[src/rtl/ram_burst_reader.sv]
// Burst read controller for a one-cycle-latency RAM, with a 4-entry output FIFO.
// Optional XOR checksum of delivered words: define RAM_BURST_READER_CHECKSUM_EN.
module ram_burst_reader #(
  parameter int p_data_width    = 8,
  parameter int p_address_width = 10
) (
  input  logic                       i_w_clk,
  input  logic                       i_w_rst_n,
  input  logic                       i_w_start,
  input  logic [p_address_width-1:0] i_w_base,
  input  logic [p_address_width:0]   i_w_length,
  output logic                       o_w_busy,
  output logic                       o_w_done,
  output logic [p_address_width-1:0] o_w_address,
  output logic                       o_w_oe,
  output logic                       o_w_we,
  output logic [p_data_width-1:0]    o_w_ram_in,
  input  logic [p_data_width-1:0]    i_w_ram_out,
  output logic [p_data_width-1:0]    o_w_data,
  output logic                       o_w_valid,
`ifdef RAM_BURST_READER_CHECKSUM_EN
  output logic [p_data_width-1:0]    o_w_checksum,
`endif
  input  logic                       i_w_ready
);

  localparam int LW = p_address_width + 1;
  localparam logic [LW-1:0] ONE = LW'(1);

  typedef enum logic [1:0] {
    S_IDLE  = 2'd0,
    S_ISSUE = 2'd1,
    S_DRAIN = 2'd2,
    S_DONE  = 2'd3
  } state_t;

  state_t                     state_q;
  logic [p_address_width-1:0] next_addr_q;
  logic [p_address_width-1:0] hold_addr_q;
  logic [LW-1:0]              length_q;
  logic [LW-1:0]              issued_q;
  logic [LW-1:0]              delivered_q;
  logic                       inflight_q;
  logic [1:0]                 wr_ptr_q;
  logic [1:0]                 rd_ptr_q;
  logic [2:0]                 count_q;
  logic [p_data_width-1:0]    fifo_q [4];

  logic issue;
  logic push;
  logic pop;

  // A read may issue only if the FIFO has room for it plus any word still in flight.
  always_comb begin
    issue = (state_q == S_ISSUE) && ((count_q + {2'b00, inflight_q}) < 3'd4);
    push  = inflight_q;
    pop   = (count_q != 3'd0) && i_w_ready;
  end

  assign o_w_busy    = (state_q == S_ISSUE) || (state_q == S_DRAIN);
  assign o_w_done    = (state_q == S_DONE);
  assign o_w_oe      = issue;
  assign o_w_address = issue ? next_addr_q : hold_addr_q;
  assign o_w_we      = 1'b0;
  assign o_w_ram_in  = '0;
  assign o_w_valid   = (count_q != 3'd0);
  assign o_w_data    = o_w_valid ? fifo_q[rd_ptr_q] : '0;

  always_ff @(posedge i_w_clk or negedge i_w_rst_n) begin
    if (!i_w_rst_n) begin
      state_q     <= S_IDLE;
      next_addr_q <= '0;
      hold_addr_q <= '0;
      length_q    <= '0;
      issued_q    <= '0;
      delivered_q <= '0;
      inflight_q  <= 1'b0;
      wr_ptr_q    <= '0;
      rd_ptr_q    <= '0;
      count_q     <= '0;
    end else begin
      inflight_q <= issue;
      if (issue) begin
        hold_addr_q <= next_addr_q;
        next_addr_q <= next_addr_q + 1'b1;
        issued_q    <= issued_q + ONE;
      end
      if (push) begin
        wr_ptr_q <= wr_ptr_q + 2'd1;
      end
      if (pop) begin
        rd_ptr_q    <= rd_ptr_q + 2'd1;
        delivered_q <= delivered_q + ONE;
      end
      case ({push, pop})
        2'b10:   count_q <= count_q + 3'd1;
        2'b01:   count_q <= count_q - 3'd1;
        default: count_q <= count_q;
      endcase

      case (state_q)
        S_IDLE: begin
          if (i_w_start) begin
            length_q    <= i_w_length;
            next_addr_q <= i_w_base;
            issued_q    <= '0;
            delivered_q <= '0;
            state_q     <= (i_w_length == '0) ? S_DONE : S_ISSUE;
          end
        end
        S_ISSUE: begin
          if (issue && ((issued_q + ONE) == length_q)) begin
            state_q <= S_DRAIN;
          end
        end
        S_DRAIN: begin
          if (pop && ((delivered_q + ONE) == length_q)) begin
            state_q <= S_DONE;
          end
        end
        S_DONE:  state_q <= S_IDLE;
        default: state_q <= S_IDLE;
      endcase
    end
  end

  // FIFO storage carries data only; emptiness is tracked by count_q.
  always_ff @(posedge i_w_clk) begin
    if (push) begin
      fifo_q[wr_ptr_q] <= i_w_ram_out;
    end
  end

`ifdef RAM_BURST_READER_CHECKSUM_EN
  logic [p_data_width-1:0] checksum_q;

  always_ff @(posedge i_w_clk or negedge i_w_rst_n) begin
    if (!i_w_rst_n) begin
      checksum_q <= '0;
    end else if ((state_q == S_IDLE) && i_w_start) begin
      checksum_q <= '0;
    end else if (pop) begin
      checksum_q <= checksum_q ^ o_w_data;
    end
  end

  assign o_w_checksum = checksum_q;
`endif

endmodule

[config.mk]
export PLATFORM = sky130hd
export DESIGN_NAME = ram_burst_reader
export DESIGN_NICKNAME = d
export VERILOG_FILES = /design/src/rtl/ram_burst_reader.sv
export SDC_FILE = /design/constraint.sdc
export NUM_CORES = 1
export LEC_CHECK = 0
export BUFFER_PORTS_ARGS = -buffer_cell sky130_fd_sc_hd__buf_4
export CAP_MARGIN = 20
export CORE_MARGIN = 2
export CORE_UTILIZATION = 35
export CTS_CLUSTER_DIAMETER = 50
export CTS_CLUSTER_SIZE = 28
export DETAILED_ROUTE_END_ITERATION = 12
export PLACE_DENSITY = 0.62
export SLEW_MARGIN = 10
export SYNTH_ARGS = -nofsm -noshare
export SYNTH_HDL_FRONTEND = slang
export SYNTH_SLANG_ARGS = --single-unit
[constraint.sdc]
create_clock -name i_w_clk -period 2.8 [get_ports i_w_clk]
set_clock_uncertainty 0.2 [all_clocks]
set_input_delay 0.56 -clock i_w_clk [delete_from_list [all_inputs] [get_ports i_w_clk]]
set_output_delay 0.56 -clock i_w_clk [all_outputs]
set_load 0.05 [all_outputs]
==> metrics.cfg, run 1 <==
[floorplanning]
fp-row-count = 43
num_io_pins = 64
initial_core_util_pct = 36.0
fp.dieArea_um2 = 15400
die_w_um = 124
coreArea_um2 = 14000
fp.dieH_um = 124

[timing]
period_share_pct = 97.6
grt_setup_unrepaired = no
max_freq_mhz = 366
setup-tns-final_ns = 0
post-route-min-period_ns = 2.73
maxSlewHeadroom_pct = 46.4
worst_pin_slew_ns = 0.804
slew_viol_final = 0
finalHoldViolCount = 0
setup_viol = 0

[clock_network]
clk_latency_ns = 0.35
clockBufferDepth = 2
cts_root_buffer = clkbuf_16
cts-buffers-inserted = 9
cts_max_level = 3
cts_tree = done
clock-sinks = 95
cts.reportedPaths.clkPinSlew_ns = 0.07

[route]
vias = 3423
firstDrtPassIters = 4
drt_iter0_markers = 121
drc = 0
postRouteAntennaNets = 0
wl_um = 9990
viasPerCell = 4.90
routedWlPerCell_um = 14.3

[flow_run]
max-cap-violations = 0

[logic_synthesis]
ys.flop_type = dfrtp_1
synthArstFlopShare_pct = 66.3
synth.avg_cell_area_um2 = 10.7
synth.cell_area_um2 = 5030
synth.ff_latch_count = 95
syn-instance-count = 471
synth.distinct_cells = 56
seq_area_frac_synth_pct = 50.4
synth_edf_count = 32
ys_warn_count = 0

[power]
peakVddDrop_mv = 0.646
p_leak_nw = 2.45
power.density_nw_per_um2 = 1130

[global_route]
grt_max_degree = 64
grt_pass1_vias = 3356
grt_overflow = 0
grt_usage_pct = 14.2
antenna_found_initial = 0
grt_first_pass_wirelength_um = 16600

[finish]
antenna-diode-count = 0
final_cells = 698
utilization_pct = 42.4
final_common_cell = nand2_1
syn_to_final_growth_pct = 17.9
final_cell_mix = 70 x nand2_1, 61 x dfrtp_1, 60 x buf_4
drive_gt1_share_pct = 21.4
fin_nets = 560

[setup_path]
cp-end-kind = output port
crit_arrival_ns = 1.97
worstPathMaxFanout = 15
reg2reg_from = issued_q[1]
crit_type = reg -> out
cp-start-kind = flop
crit_family = compound AO/OA/AOI/OAI gates
cp-startpoint = count_q[0]
slowest_delay_ns = 0.43
crit_buf_inv = 2
cp_cell_sequence = a31o_1 -> a21boi_4 -> buf_12 -> mux2_2 -> buf_4
cpMaxStageDelayCell = dfrtp_1
required_ns = 2.04

[place]
place_congestion = 0.827
dp_hpwl_um = 7050
dp_cells = 679
numPortBuffers = 54

[run_status]
status = completed

[worst_hold_path]
min_path_type = in -> async

[layout make-up]
type                    count  area, um2
clock buffers               9        225
clock inverters             7       72.6
fillers                  1336       8050
inverters                  11       41.3
multi-input cells         333       2310
flip-flops and latches     95       2540
well taps                 180        225
repair buffers             63        523
[synth_stat cells (2+ instances only)]
cell / count / area share (%)
nor3_1: 8 / 0.80
xor2_1: 31 / 5.4
ha_1: 13 / 3.2
nand2_1: 70 / 5.2
or3_1: 3 / 0.37
and3_1: 5 / 0.62
nand3_1: 16 / 1.6
and4_1: 3 / 0.52
nand4_1: 12 / 1.5
a21oi_1: 7 / 0.70
xnor2_1: 31 / 5.4
o21ai_1: 6 / 0.60
nor2_1: 32 / 2.4
a211oi_2: 2 / 0.50
buf_2: 2 / 0.20
mux2i_1: 5 / 0.99
dfrtp_1: 63 / 31
nand2b_1: 2 / 0.25
mux2_2: 10 / 2.2
and2_1: 14 / 1.7
inv_1: 10 / 0.75
buf_4: 11 / 1.6
o21ai_0: 12 / 1.2
buf_1: 2 / 0.15
edfxtp_1: 32 / 19
nor2b_1: 3 / 0.37
mux4_2: 8 / 3.6
clkbuf_1: 24 / 1.8
nand3b_1: 2 / 0.30
a211oi_1: 2 / 0.30
nor4_1: 5 / 0.62
[kinds of logic (layout without fill, tap and decap cells)]
kind of cell             Yosys count  count (layout)  synth area share (%)
flip-flops                        95              95                  50.4
other                              1               9                0.0745
adder cells (fa/ha/maj)           14              14                  3.63
AND/OR/NAND/NOR                  180             180                  17.1
AO/OA/AOI/OAI                     45              45                  6.39
buffers and inverters             51              90                  4.77
multiplexers                      23              23                  6.81
XOR/XNOR                          62              62                  10.8
[layer usage]
metal	share of wire, %	vias up	GRT usage, %
met2	48	55	22.9
li1	-	1691	-
met4	1.8	0	5.34
met3	3.9	14	4.12
met1	47	1663	18.1
met5	0	-	0
[registers in the layout, summed over array words and instances, names as in the netlist]
signal / cells
fifo_q: 32
state_q: 2
count_q: 3
issued_q: 11
delivered_q: 11
length_q: 11
rd_ptr_q: 2
wr_ptr_q: 2
inflight_q: 1
hold_addr_q: 10
next_addr_q: 10
[stage by stage]
stage	setup WS (ns)	area [um2]	power [W]	hold slack (ns)
floorplan	0.0190	5060	0.00462	0.0644
global placement	0.274	5570	0.00536	0.283
detailed placement	0.162	5570	0.00545	0.287
CTS	0.00986	5920	0.00680	0.123
global route	0.00727	5930	0.00720	0.143
finish	0.0676	5930	0.00672	0.0839
[report_power, final]
group / leakage, nW / switching [W] / internal (W)
Combinational: 1.21 / 0.00190 / 0.00134
Sequential: 1.09 / 0.000418 / 0.00184
Clock: 0.147 / 0.000587 / 0.000629
[path summary, 6_finish.rpt]
check | end | slack [ns] | cells after the start
setup / recovery | o_w_address[6] | 0.07 | 5
hold / removal | delivered_q[6] | 0.08 | 1
setup reg to reg | state_q[0] | 0.24 | 8
hold reg to reg | hold_addr_q[3] | 0.30 | 1
max in group asynchronous | issued_q[0] | 1.73 | 1
min in group i_w_clk | fifo_q[3][0] | 0.20 | 1
[repair_timing]
item                                    in CTS  in global routing
hold endpoints to repair                     0                  0
endpoints found under the setup margin      10                 12
hold buffers                                 0                  0
gates resized for setup                      5                  2
buffers inserted                             1                  1
pin swaps                                    1                  0
gates cloned                                 1                  0
(Power assumes the default switching activity.)
==> inputs of run 2 (changes only) <==
Settings changed: CORE_UTILIZATION 35 to 40, PLACE_DENSITY 0.62 to 0.68.
==> run 2 against run 1 <==
  * Die area shrank 12%
  * Largest cell class unchanged
  * Largest power group unchanged
  * Power grew 1.8%
  * Flip-flop and latch count is the same
==> metrics.cfg, run 2 (synthesis results as in run 1) <==
[run_status]
status = completed

[setup_path]
crit_type = reg -> out
worstPathMaxFanout = 13  ; -2
cp-start-kind = flop
crit_arrival_ns = 1.96  ; about the same
required_ns = 2.04  ; about the same
cp-end-kind = output port

[clock_network]
clk_latency_ns = 0.34  ; about the same
cts.reportedPaths.clkPinSlew_ns = 0.07  ; about the same
cts_tree = done
clock-sinks = 95  ; unchanged
cts-buffers-inserted = 9  ; unchanged
cts_max_level = 3  ; unchanged
cts_root_buffer = clkbuf_16
clockBufferDepth = 2  ; unchanged

[finish]
utilization_pct = 48.8  ; +6.4 points
fill_cells = 1110  ; -17%
largest_reg_flops = 32  ; unchanged
regMostFlops = fifo_q
syn_to_final_growth_pct = 18.1
drive_gt1_share_pct = 21.2  ; -0.23 points
final_common_cell = nand2_1
fin_nets = 561  ; +0.18%
antenna-diode-count = 0  ; unchanged
final_cell_mix = 70 x nand2_1, 61 x dfrtp_1, 61 x buf_4

[floorplanning]
fp.dieArea_um2 = 13500  ; -12%
die_w_um = 116  ; -6.3%
num_io_pins = 64  ; unchanged
coreArea_um2 = 12200  ; -13%
fp.dieH_um = 116  ; -6.3%
initial_core_util_pct = 41.4  ; +5.4 points
fp-row-count = 40  ; -7.0%

[power]
power.density_nw_per_um2 = 1150  ; +1.7%
p_leak_nw = 2.46  ; +0.45%
peakVddDrop_mv = 0.690  ; +6.8%

[timing]
worst_pin_slew_ns = 0.822  ; +0.0181 ns
finalHoldViolCount = 0  ; unchanged
setup_viol = 0  ; unchanged
max_freq_mhz = 367  ; +0.35%
maxSlewHeadroom_pct = 45.2  ; -1.2 points
whs_ns = 0.0824  ; -0.00142 ns
post-route-min-period_ns = 2.72  ; -0.00966 ns
grt_setup_unrepaired = no
period_share_pct = 97.2  ; -0.34 points
slew_viol_final = 0  ; unchanged
setup-tns-final_ns = 0  ; unchanged

[route]
postRouteAntennaNets = 0  ; unchanged
firstDrtPassIters = 4  ; unchanged
routedWlPerCell_um = 14.9  ; +4.4%
vias = 3491  ; +2.0%
drc = 0  ; unchanged
wl_um = 10300  ; +2.7%
viasPerCell = 5.08  ; +3.6%
drt_iter0_markers = 173  ; +43%

[global_route]
grt_max_degree = 64  ; unchanged
grt_pass1_vias = 3453  ; +2.9%
grt_overflow = 0  ; unchanged
grt_usage_pct = 16.4  ; +2.2 points
antenna_found_initial = 0  ; unchanged
grt_first_pass_wirelength_um = 17000  ; +2.7%

[place]
numPortBuffers = 54  ; unchanged
place_congestion = 0.796  ; -3.7%
dp_hpwl_um = 7140  ; +1.2%

[worst_hold_path]
min_path_type = in -> async

[flow_run]
max-cap-violations = 0  ; unchanged

==> run 2: final cells by class <==
cell class | instances | area (um2) | area share, %
Clock inverter | 7 | 87.6 | 1.47
Inverter | 11 | 41.3 | 0.695
Timing Repair Buffer | 64 | 531 | 8.93
Sequential cell | 95 | 2540 | 42.8
Multi-Input combinational cell | 333 | 2310 | 38.8
Clock buffer | 9 | 225 | 3.79
Tap cell | 168 | 210 | 3.54
==> run 2: final timing paths <==
kind | from | end | slack [ns] | cells past startpoint
max | state_q[1] | o_w_address[8] | 0.08 | 6
min | i_w_rst_n | delivered_q[5] | 0.08 | 1
max reg2reg | issued_q[5] | state_q[0] | 0.13 | 7
min reg2reg | hold_addr_q[0] | hold_addr_q[0] | 0.30 | 1
max in group asynchronous | i_w_rst_n | inflight_q | 1.70 | 1
min in group i_w_clk | i_w_ram_out[2] | fifo_q[0][2] | 0.21 | 1
==> run 2: report_power, final <==
group	internal (W)	switching, W	total (W)
combinational	0.00135	0.00191	0.00326
clock	0.000713	0.000568	0.00128
sequential	0.00184	0.000454	0.00230
==> run 2: critical path, cell delays in order, from the launching register on <==
cell,delay (ns)
dfrtp_1,0.41
inv_2,0.11
ha_4,0.17
a21boi_4,0.22
buf_12,0.16
mux2_2,0.35
buf_4,0.19
==> run 2: layer usage <==
layer | vias to the layer above | track usage [%] | wire, um
li1 | 1691 | - | -
met1 | 1709 | 21.7 | 4700
met2 | 72 | 26.5 | 4950
met3 | 19 | 3.43 | 392
met4 | 0 | 6.75 | 213
met5 | - | 0 | 0
==> run 2: repair_timing <==
| item | 4_1_cts | 5_1_grt |
|---|---|---|
| buffers inserted | 0 | 3 |
| gates resized for setup | 5 | 2 |
| hold buffers | 0 | 0 |
| gates cloned | 1 | 0 |
| endpoints found under the setup margin | 10 | 12 |
==> run 2: metrics by stage <==
stage | cell area, um2 | worst slack (ns) | instances | total power (W)
floorplan | 5060 | 0.0190 | 479 | 0.00462
global placement | 5550 | 0.285 | 667 | 0.00536
detailed placement | 5550 | 0.183 | 667 | 0.00547
CTS | 5920 | 0.0151 | 684 | 0.00689
global route | 5940 | 0.00891 | 687 | 0.00727
finish | 5940 | 0.0773 | 687 | 0.00684
